$ cat src/rtl/mem_port_arbiter.sv
// mem_port_arbiter: shares one memory port between instruction fetch and data
// (load/store) requesters. One transaction in flight at a time.
//
// Ports:
//   clk, rst                  clock, synchronous active-high reset
//   if_req/if_addr            fetch request; if_gnt, if_valid, if_rdata back
//   d_req/d_we/d_addr/d_wdata data request; d_gnt, d_valid, d_rdata back
//   mem_req/mem_we/mem_addr/mem_wdata  registered memory request
//   mem_ack/mem_rdata         memory completion and read data
//   stall_if                  hold IF_ID while a fetch is waiting
//
// Parameter STARVE_LIMIT (1..15): consecutive data grants tolerated while fetch waits.
// Optional macro ARB_STARVE_GUARD_EN: enables the fetch starvation guard; without it,
// data has strict priority.
module mem_port_arbiter #(
  parameter int unsigned STARVE_LIMIT = 4
) (
  input  logic        clk,
  input  logic        rst,
  input  logic        if_req,
  input  logic [31:0] if_addr,
  output logic        if_gnt,
  output logic        if_valid,
  output logic [31:0] if_rdata,
  input  logic        d_req,
  input  logic        d_we,
  input  logic [31:0] d_addr,
  input  logic [31:0] d_wdata,
  output logic        d_gnt,
  output logic        d_valid,
  output logic [31:0] d_rdata,
  output logic        mem_req,
  output logic        mem_we,
  output logic [31:0] mem_addr,
  output logic [31:0] mem_wdata,
  input  logic        mem_ack,
  input  logic [31:0] mem_rdata,
  output logic        stall_if
);

  if (STARVE_LIMIT < 1 || STARVE_LIMIT > 15) begin : g_bad_limit
    $error("STARVE_LIMIT must be in 1..15");
  end

  typedef enum logic [1:0] {StIdle, StBusyI, StBusyD} state_e;

  state_e      state_q, state_d;
  logic        mem_req_q, mem_we_q;
  logic [31:0] mem_addr_q, mem_wdata_q;
  logic        if_valid_q, d_valid_q;
  logic [31:0] if_rdata_q, d_rdata_q;
  logic        starve;

`ifdef ARB_STARVE_GUARD_EN
  logic [3:0] starve_cnt_q, starve_cnt_d;

  assign starve = (starve_cnt_q == 4'(STARVE_LIMIT));

  // Counts data grants taken while fetch is waiting; any fetch grant or an
  // idle fetch requester resets the count.
  always_comb begin
    starve_cnt_d = starve_cnt_q;
    if (!if_req || if_gnt) begin
      starve_cnt_d = 4'd0;
    end else if (d_gnt) begin
      starve_cnt_d = starve_cnt_q + 4'd1;
    end
  end

  always_ff @(posedge clk) begin
    if (rst) begin
      starve_cnt_q <= 4'd0;
    end else begin
      starve_cnt_q <= starve_cnt_d;
    end
  end
`else
  assign starve = 1'b0;
`endif

  // Grants are combinational and only ever issued from idle.
  always_comb begin
    if_gnt = 1'b0;
    d_gnt  = 1'b0;
    if (!rst && state_q == StIdle) begin
      if (starve) begin
        if_gnt = if_req;
      end else begin
        d_gnt  = d_req;
        if_gnt = if_req & ~d_req;
      end
    end
  end

  always_comb begin
    state_d = state_q;
    unique case (state_q)
      StIdle: begin
        if (d_gnt) begin
          state_d = StBusyD;
        end else if (if_gnt) begin
          state_d = StBusyI;
        end
      end
      StBusyI, StBusyD: begin
        if (mem_ack) begin
          state_d = StIdle;
        end
      end
      default: state_d = StIdle;
    endcase
  end

  always_ff @(posedge clk) begin
    if (rst) begin
      state_q     <= StIdle;
      mem_req_q   <= 1'b0;
      mem_we_q    <= 1'b0;
      mem_addr_q  <= 32'd0;
      mem_wdata_q <= 32'd0;
      if_valid_q  <= 1'b0;
      d_valid_q   <= 1'b0;
      if_rdata_q  <= 32'd0;
      d_rdata_q   <= 32'd0;
    end else begin
      state_q    <= state_d;
      if_valid_q <= 1'b0;
      d_valid_q  <= 1'b0;
      if (state_q == StIdle) begin
        // An ack seen in idle is stray and deliberately ignored.
        if (d_gnt) begin
          mem_req_q   <= 1'b1;
          mem_we_q    <= d_we;
          mem_addr_q  <= d_addr;
          mem_wdata_q <= d_wdata;
        end else if (if_gnt) begin
          mem_req_q   <= 1'b1;
          mem_we_q    <= 1'b0;
          mem_addr_q  <= if_addr;
          mem_wdata_q <= 32'd0;
        end
      end else if (mem_ack) begin
        mem_req_q <= 1'b0;
        if (state_q == StBusyI) begin
          if_valid_q <= 1'b1;
          if_rdata_q <= mem_rdata;
        end else begin
          d_valid_q <= 1'b1;
          if (!mem_we_q) begin
            d_rdata_q <= mem_rdata;
          end
        end
      end
    end
  end

  assign mem_req   = mem_req_q;
  assign mem_we    = mem_we_q;
  assign mem_addr  = mem_addr_q;
  assign mem_wdata = mem_wdata_q;
  assign if_valid  = if_valid_q;
  assign d_valid   = d_valid_q;
  assign if_rdata  = if_rdata_q;
  assign d_rdata   = d_rdata_q;
  assign stall_if  = if_req & ~if_gnt & ~if_valid_q;

endmodule

$ cat config.mk
export PLATFORM = sky130hd
export DESIGN_NAME = mem_port_arbiter
export DESIGN_NICKNAME = d
export VERILOG_FILES = /design/src/rtl/mem_port_arbiter.sv
export SDC_FILE = /design/constraint.sdc
export NUM_CORES = 1
export LEC_CHECK = 0
export BUFFER_PORTS_ARGS = -buffer_cell sky130_fd_sc_hd__buf_2
export CAP_MARGIN = 20
export CORE_MARGIN = 3
export CORE_UTILIZATION = 48
export DETAILED_ROUTE_END_ITERATION = 12
export PLACE_DENSITY = 0.84
export SKIP_CTS_REPAIR_TIMING = 1
export SYNTH_ARGS = -nofsm -noshare
export SYNTH_HDL_FRONTEND = slang
export SYNTH_SLANG_ARGS = --single-unit
export TNS_END_PERCENT = 100
$ cat constraint.sdc
create_clock -name clk -period 3.96 [get_ports clk]
set_input_delay 0.198 -clock clk [delete_from_list [all_inputs] [get_ports clk]]
set_output_delay 0.198 -clock clk [all_outputs]
set_load 0.03 [all_outputs]
[Word-level counts from Yosys, hierarchy flattened]
Cells that the tools add are included.
Word-level totals
  bits in registers: 134
  latch bits: 0
  bits in writable memories: 0
  ROM bits: 0
  bits of input ports: 134
  word-level logic and storage cells: 53
  memories kept: 0
Operators by class
  $add $sub $neg: 0
  multiply operators: 0
  div/mod/pow operators: 0
  $lt $le $gt $ge: 0
  eq/ne operators: 4
  shifts and indexed selects: 0
  muxes and demuxes: 18
  bitwise logic cells: 10
  reductions and logical operators: 12
Operators by type and width (count)
  32-bit 2-to-1 mux: 4
  1-bit 2-to-1 mux: 10
  1-bit inverter: 7
  2-bit 2-to-1 mux: 3
  2-bit AND reduction: 3
  2-bit one-hot mux with 2 select lines: 1
  4-bit AND reduction: 1
  2-bit nonzero test: 2
  1-bit AND: 3
  3-bit inequality test (second input constant): 1
  3-bit AND reduction: 1
  3-bit OR reduction: 1
  2-bit by 1-bit == test with 1-bit output (second input constant): 1
  2-bit == test (second input constant): 1
  2-bit zero test: 1
  2-bit inequality test (second input constant): 1
  2-bit OR reduction: 1
  1-bit logical AND: 1
  1-bit zero test: 1

[Logic depth before layout (Yosys ltp)]
Gate-level depths: netlist of run 1.
  depth after elaboration: 6
  gate-level depth with buffers: 9

[Worst setup path after synthesis of run 1]
OpenSTA, ideal clock, no wires.
  path type: register to output
  from: register state_q[0]
  to: output port stall_if
  arrival time: 2.054 ns
  setup slack: 1.708 ns
  stages on the path, launching flop included: 8
  path buffers: 2
  cells stage by stage: dfxtp_1 inv_1 ha_1 buf_2 and2b_1 buf_6 and3b_1 nor3b_1
Between the ends
  longest elaborated chain between the ends: 6
Ends and longest elaborated chain
  from (decl): RTL line 47  | state_e state_q, state_d;
  from (signal assigned): RTL line 116  | state_q <= StIdle;
  from (signal assigned): RTL line 126  | state_q <= state_d;
  2-bit zero test: RTL line 85  | if (!rst && state_q == StIdle) begin
  1-bit logical AND: RTL line 85
  1-bit 2-to-1 mux: RTL line 85
  named net if_gnt: RTL line 22  | output logic if_gnt,
  1-bit inverter: RTL line 165  | assign stall_if = if_req & ~if_gnt & ~if_valid_q;
  1-bit AND (2 in a row): RTL line 165
  to (decl): RTL line 38  | output logic stall_if
The timed path passes the listed nets, and every way through them passes these cells.

[Worst setup path in the final report of run 1]
  from: register state_q[1]
  to: output port d_gnt
Between the ends
  longest elaborated chain between the ends: 3
Ends and longest elaborated chain
  2-bit zero test: RTL line 85
  1-bit logical AND: RTL line 85
  1-bit 2-to-1 mux: RTL line 85
  to (decl): RTL line 29  | output logic d_gnt,
Every way passes these cells.

==> reports/results.txt, run 1 <==
The run finished with clean final reports. In the layout the commonest cells are buf_2 (267), dfxtp_1 (134), nand2_1 (128). The tools report the startpoint of the most critical setup path as state_q[1]. The via count of the first global-routing pass was 4,712. Derived from the worst setup path, the maximum achievable clock frequency is 0.3605 GHz. The worst register-to-register path has a depth of 5.

The cell count after synthesis came out at 532. The first detailed-routing pass ran for 6 iterations. The final weighted congestion in routability-driven placement was 0.8298; the instance area at placement was 6464 µm².

The tools report the start of the worst register-to-register path as state_q[0]. The number of different library cells used by synthesis comes to 30. The critical path is of the reg2out type.

The multi-input combinational cells in the finished layout cover a total of 2165 µm². The number of nets in the synthesized netlist is 668. The die span in y is 109.4 µm, and the arrival time at the worst endpoint is 2.58 ns.

The first global-routing pass estimated 22,710 µm of wire. TritonCTS built the clock tree. Signed area change from the synthesized netlist to the final layout: 49.67%. The critical path ends at d_gnt. The worst setup path is captured at an output port. The initial core utilization came out at 0.4951. The H-tree was split into 4 levels.

The number of hold-slack violations in the final timing report is 0, and the register-to-register path setup slack is 1.64 ns. Summed over all nets, the half-perimeter wirelength after detailed placement is 10,780 µm. The met2 global-route usage was 0.4459.

Global-route usage over all layers: 0.2454. The total of max-cap violations was 0. The detailed router finished its first iteration with 354 violations. Fraction of met1 tracks used by global routing: 0.2511. The destination of the worst register-to-register timing path was d_rdata[8]. The logs give 0.07281 for the met3 routing resource usage after global routing and 0 for the count of nets left with antenna violations after detail routing. The share of final-layout standard cells stronger than drive strength 1 was 0.3984. The final layout contains 980 nets. After clock tree synthesis, the clock-pin slew on the worst setup and hold paths is 0.06 ns. The tree built by TritonCTS fans out to 134 sinks. Detailed routing inserted a total of 5,375 vias. The final count of pins violating max slew was 0; the number of register bits inferred by synthesis was 134. Global routing finished with a remaining overflow of 0.

The die covers 11,970 µm². The Yosys step of the flow raised 0 warnings. Setup violations remaining at the end of the flow were counted as 0.

For this design the ratio of total power to cell area is 483.9 nW/µm². STA puts the critical path data required time at 3.76 ns. Sequential area share after synthesis: 0.5225. The via density per instance came out at 5.418. 0 antenna diodes ended up in the layout. In this design, the stage delay of the slowest critical-path cell is 0.75 ns. The tools report the maximum vdd drop as 0.3283 mV. The slowest library cell on the worst path is and2_1. In this run the deepest clock path goes through 2 buffers. The library cell used most frequently in the layout, excluding fill and tap cells, is buf_2. Buffer cell driving the clock tree root: clkbuf_8. Registers take 2683 µm².

The design draws 3.718 mW. The minimum clock period after layout works out to 2.774 ns. The x dimension of the die came out at 109.4 µm. In this run the standard cell core region covers 10,370 µm². The finished cells cover 7684 µm². The total wirelength of the detailed-routed design was 17,620 µm. For the pin with the worst max-slew slack, the measured transition is 1.104 ns. Along the worst path, the maximum fanout reaches 25. Counting instances, the worst hold path has a depth of 3.

The peak-usage layer in the global routing report was met2. After detailed routing, the average wire length per cell comes to 17.77 µm. Summed over all cells, the static leakage comes to 3.574 nW.

Traced cell by cell, the critical path runs through inv_1 -> ha_1 -> and2b_1 -> and2_1 -> buf_2. The share of the cycle needed by the critical path after routing was 0.7005; the max-slew headroom at the worst pin was 0.2639. The type of element launching the critical path was a flop. The run gives 0.02203 ns as the worst hold margin.

Summed over all failing endpoints, the final setup total negative slack is 0 ns. The summed instance area of the synthesized netlist was 5134 µm². After synthesis, the mean cell area works out to 9.650 µm². In the routed design, unresolved DRC markers number 0.

Clock latency on the worst-skew pair, taken at its later pin, is 0.53 ns. The worst hold path belongs to the class in2reg. For the number of antenna violations at the first check in global routing, the log shows 0. Fill cells in the final layout number 694. Between clock sinks in the finished design, the worst skew comes to 0.008035 ns.

The logs give 269 for the total I/O pin count and 17 for the number of buffers created by CTS. The count of buffers added on input and output ports is 268. Setup repair after global routing left no endpoint under its margin. The tools report the standard-cell row count as 37. The tools report the pin count of the biggest net entering global routing as 63.
==> registers in the layout (all words and copies together), names as in the netlist <==
name,cells
d_rdata,32
d_valid,1
if_rdata,32
if_valid,1
mem_addr,32
mem_req,1
mem_wdata,32
mem_we,1
state_q,2
==> how the worst min path moves through the flow <==
stage	startpoint	slack, ns	end
global placement	d_we	0.42	mem_we
CTS	d_we	-0.13	mem_we
global route	if_req	0.03	state_q[0]
detailed placement	d_we	0.42	mem_we
finish	mem_ack	0.02	if_valid
floorplan	d_wdata[0]	0.33	mem_wdata[0]
==> cell usage after synthesis (all sizes together) <==
cell      n  area share
nand3b    1      0.0015
or2       1      0.0012
nor4b     1      0.0029
nand2b    4      0.0049
and2      2      0.0029
or4b      1      0.0019
nor3      1     0.00097
nand2   128       0.094
dfxtp   134        0.52
a211oi   33       0.078
nor3b     1      0.0015
nor2      2      0.0015
clkbuf   18       0.013
a21o      1      0.0015
and2b     1      0.0015
a22oi     1      0.0015
a21oi    99       0.097
inv       2      0.0015
nand3     1     0.00097
a22o     33       0.056
and3b     2      0.0034
buf      31       0.043
ha        2      0.0049
mux2i    32       0.062
==> cell type report <==
class,instances,area share
Multi-Input combinational cell,347,0.2817
Sequential cell,134,0.3491
Inverter,2,0.0009770
Tap cell,136,0.02215
Clock inverter,12,0.01661
Timing Repair Buffer,342,0.2719
Clock buffer,19,0.05748
==> per-layer routing <==
metal | part of all wire | wire length, µm | up-vias
li1 | - | - | 2476
met1 | 0.35 | 6191 | 2506
met2 | 0.52 | 9166 | 322
met3 | 0.083 | 1463 | 71
met4 | 0.045 | 801 | 0
met5 | 0 | 0 | -
==> cells by family after synthesis <==
family / after synthesis / synth area share
compound gates: 167 / 0.2340
fa+ha+maj: 2 / 0.004874
buf+inv: 51 / 0.05752
flops: 134 / 0.5225
mux: 32 / 0.06239
simple gates: 146 / 0.1187
==> worst max-delay path: cells and delay by family, from the launching register on <==
kind,cells,cell delay (ns)
flops,1,0.29
buf+inv,2,0.43
simple gates,2,0.94
fa+ha+maj,1,0.38
==> per-stage QoR <==
stage	cells	setup slack (ns)	utilization
floorplan	532	1.708	-
global placement	894	1.790	0.6192
detailed placement	896	1.716	0.6233
CTS	927	1.193	0.6782
global route	992	1.019	0.7410
finish	992	1.186	0.7410
==> power by group <==
| part | internal [mW] | switching (mW) | total [mW] |
|---|---|---|---|
| combinational | 0.265 | 0.451 | 0.716 |
| sequential | 1.44 | 0.0516 | 1.49 |
| clock | 0.925 | 0.587 | 1.51 |
Power figures use the tool's default switching activity.
==> inputs of run 2 (changes only) <==
- CORE_UTILIZATION: 48 -> 41
- PLACE_DENSITY: 0.84 -> 0.77
- clock period: 3.96 -> 2.4 ns (I/O delays scaled with it)
==> reports/results.txt, run 2 (synthesis gave the netlist of run 1 again) <==
Class of the worst hold path: in2reg. The total via count in the routed design was 5,035. The final count of pins violating max slew is 0, and the count of buffers from port buffering is 268. Share of final-layout standard cells stronger than drive strength 1: 0.4014.

The count of nets left with antenna violations after detail routing was 0; the maximum count of clock buffers along a single path was 2. In this run the core area contains 40 standard-cell rows. Overall power consumption after layout is estimated at 6.432 mW.

For the worst setup path, the data required time is 2.28 ns. For this run the aggregate overflow at the end of global routing stands at 0. Relative to the synthesized area, the layout overhead comes to 51.43%. Sort of element at the end of the critical path: an output port.

The number of endpoints failing setup at the final stage came out at 0. The run gives 7 as the first-pass detailed-route iteration total. The checks that failed: hold timing. The tools report the proportion of power drawn by combinational gates as 0.181. The type of element launching the critical path was a flop.

Minimum clock period after layout: 2.209 ns. The die area is 13,900 µm². The routed design has 15,730 µm of wire. Setup repair after global routing left no endpoint under its margin.

The met3 routing resource usage after global routing is 0.05190. In this run the most critical hold path is launched from mem_rdata[23]. The final total negative setup slack came out at 0 ns. Leaving out fill and tap cells, the most frequent cell in the layout is buf_2. The run gives 981 as the layout net count. After clock tree synthesis, the clock-pin slew on the worst setup and hold paths is 0.05 ns. The clock network latency to the later pin of the worst-skew pair is 0.40 ns, and the x dimension of the die is 117.9 µm.

The global routing stage identified its most utilized layer as met2. Leaving out fill and tap cells, the most frequent cells in the layout are buf_2 (267), dfxtp_1 (134), nand2_1 (128). The fraction of power spent switching nets is 0.2717. For the total half-perimeter wirelength after legalization and detailed placement, the log shows 10,390 µm. TritonCTS built the clock tree.

The first global-routing pass estimated 22,900 µm of wire. The tools report the total number of clock tree sinks as 134. The power per cell area is 827.4 nW/µm². Via density per instance: 4.912. The startpoint identified for the worst register-to-register timing path is state_q[0]. Routability-driven placement finished with a final weighted congestion of 0.8161. The maximum achievable frequency is 0.4527 GHz. The tools report the pin count of the biggest net entering global routing as 59.

The logs give 0.4239 for the initial core utilization and 0.439 for the portion of total power attributed to the clock network. For this run, design rule violations remaining after detail routing come to 0. The internal power of the cells totals 4.684 mW.

For the met2 global-route usage, the log shows 0.3475. The number of antenna violations at the first check in global routing was 0; the via count of the first global-routing pass was 4,479. The tools report the buffer cell driving the clock tree root as clkbuf_16. The finished layout holds 1,025 standard cells, fillers aside. The run gives -0.01120 ns as the worst hold margin. After detailed routing, the average wire length per cell comes to 15.35 µm. The number of buffers created by CTS was 17. For the max-slew headroom at the worst pin, the log shows 0.5743. Type of the setup path with the least slack: reg2out. In this run the standard cell core region covers 12,110 µm².

At the pin with the least slew margin, the transition time is 0.6386 ns. The run gives 4 as the maximum level of the CTS H-tree. In this run the vertical extent of the chip is 117.9 µm. For the global-route usage over all layers, the log shows 0.1995. The analysis attributes to net switching a power of 1.747 mW. In this run the count of I/O pins placed on the die edge is 269.

The detailed router's first-iteration violation count is 314, and the share of the cycle needed by the critical path after routing is 0.9203. The run gives 0.380 as the sequential share of power. Startpoint of the most critical setup path: state_q[1]. Counting tap cells, the placed design contains a total of 932 instances. Across the VDD grid, the largest voltage drop is 0.6405 mV. The run gives 4 as the number of hold-slack violations in the final timing report. The highest fanout seen on the critical path was 34. The flow ran to the end, but the final reports show violations. For the total of max-cap violations, the log shows 0. Clock skew on the completed layout was measured at 0.007198 ns. The number of antenna diodes in the final layout is 0.

The logs give 3.591 nW for the static leakage power and 2.09 ns for the arrival time at the worst endpoint. The fraction of met1 tracks used by global routing was 0.2426.
run 2: cell types whose count changed in the layout (fill, tap and decap cells not counted), sizes merged:
cell	previous run	this run
clkinv	7	2
buf	277	281
bufinv	2	5
dlygate4sd3	65	62
clkinvlp	1	3
clkbuf	19	20
inv	4	3
run 2: cell type report:
class,count,area [µm²]
fillers,1043,4338
inverters,2,7.507
flip-flops and latches,134,2683
clock buffers,20,446.7
repair buffers,343,2062
multi-input cells,347,2166
clock inverters,11,198.9
well taps,168,210.2
run 2: final timing paths:
check | end | slack, ns | cells after the start
setup / recovery | d_gnt | 0.19 | 6
hold / removal | d_rdata[23] | -0.01 | 3
setup reg to reg | d_rdata[5] | 0.48 | 7
hold reg to reg | if_rdata[18] | 0.45 | 2
run 2: stage by stage:
stage	area [µm²]	setup slack [ns]	utilization
2_1_floorplan	5134	0.2260	-
3_3_place_gp	6506	0.5443	0.5372
3_5_place_dp	6506	0.4922	0.5372
4_1_cts	7152	0.06951	0.5905
5_1_grt	7774	0.06708	0.6418
6_report	7774	0.1912	0.6418
run 2: critical path, stage by stage, from the launching register on:
cell and delay [ns]:
dfxtp_1 0.29, inv_1 0.08, ha_1 0.26, and2b_2 0.29, and2_1 0.16, buf_4 0.33
buf_2 0.27
run 2: power by group through the flow:
| stage | registers [mW] | logic [mW] | clock network [mW] |
|---|---|---|---|
| after global routing | 2.46 | 1.25 | 2.95 |
| after floorplan | 2.77 | 0.461 | 0 |
| final | 2.44 | 1.17 | 2.82 |
| after CTS | 2.44 | 1.09 | 2.86 |
| after global placement | 2.49 | 1.07 | 0 |
| after detailed placement | 2.49 | 1.08 | 0 |
run 2: metal layers:
layer | up-vias | wire (µm)
li1 | 2481 | -
met4 | 0 | 267
met1 | 2370 | 6468
met5 | - | 0
met2 | 162 | 8243
met3 | 22 | 752
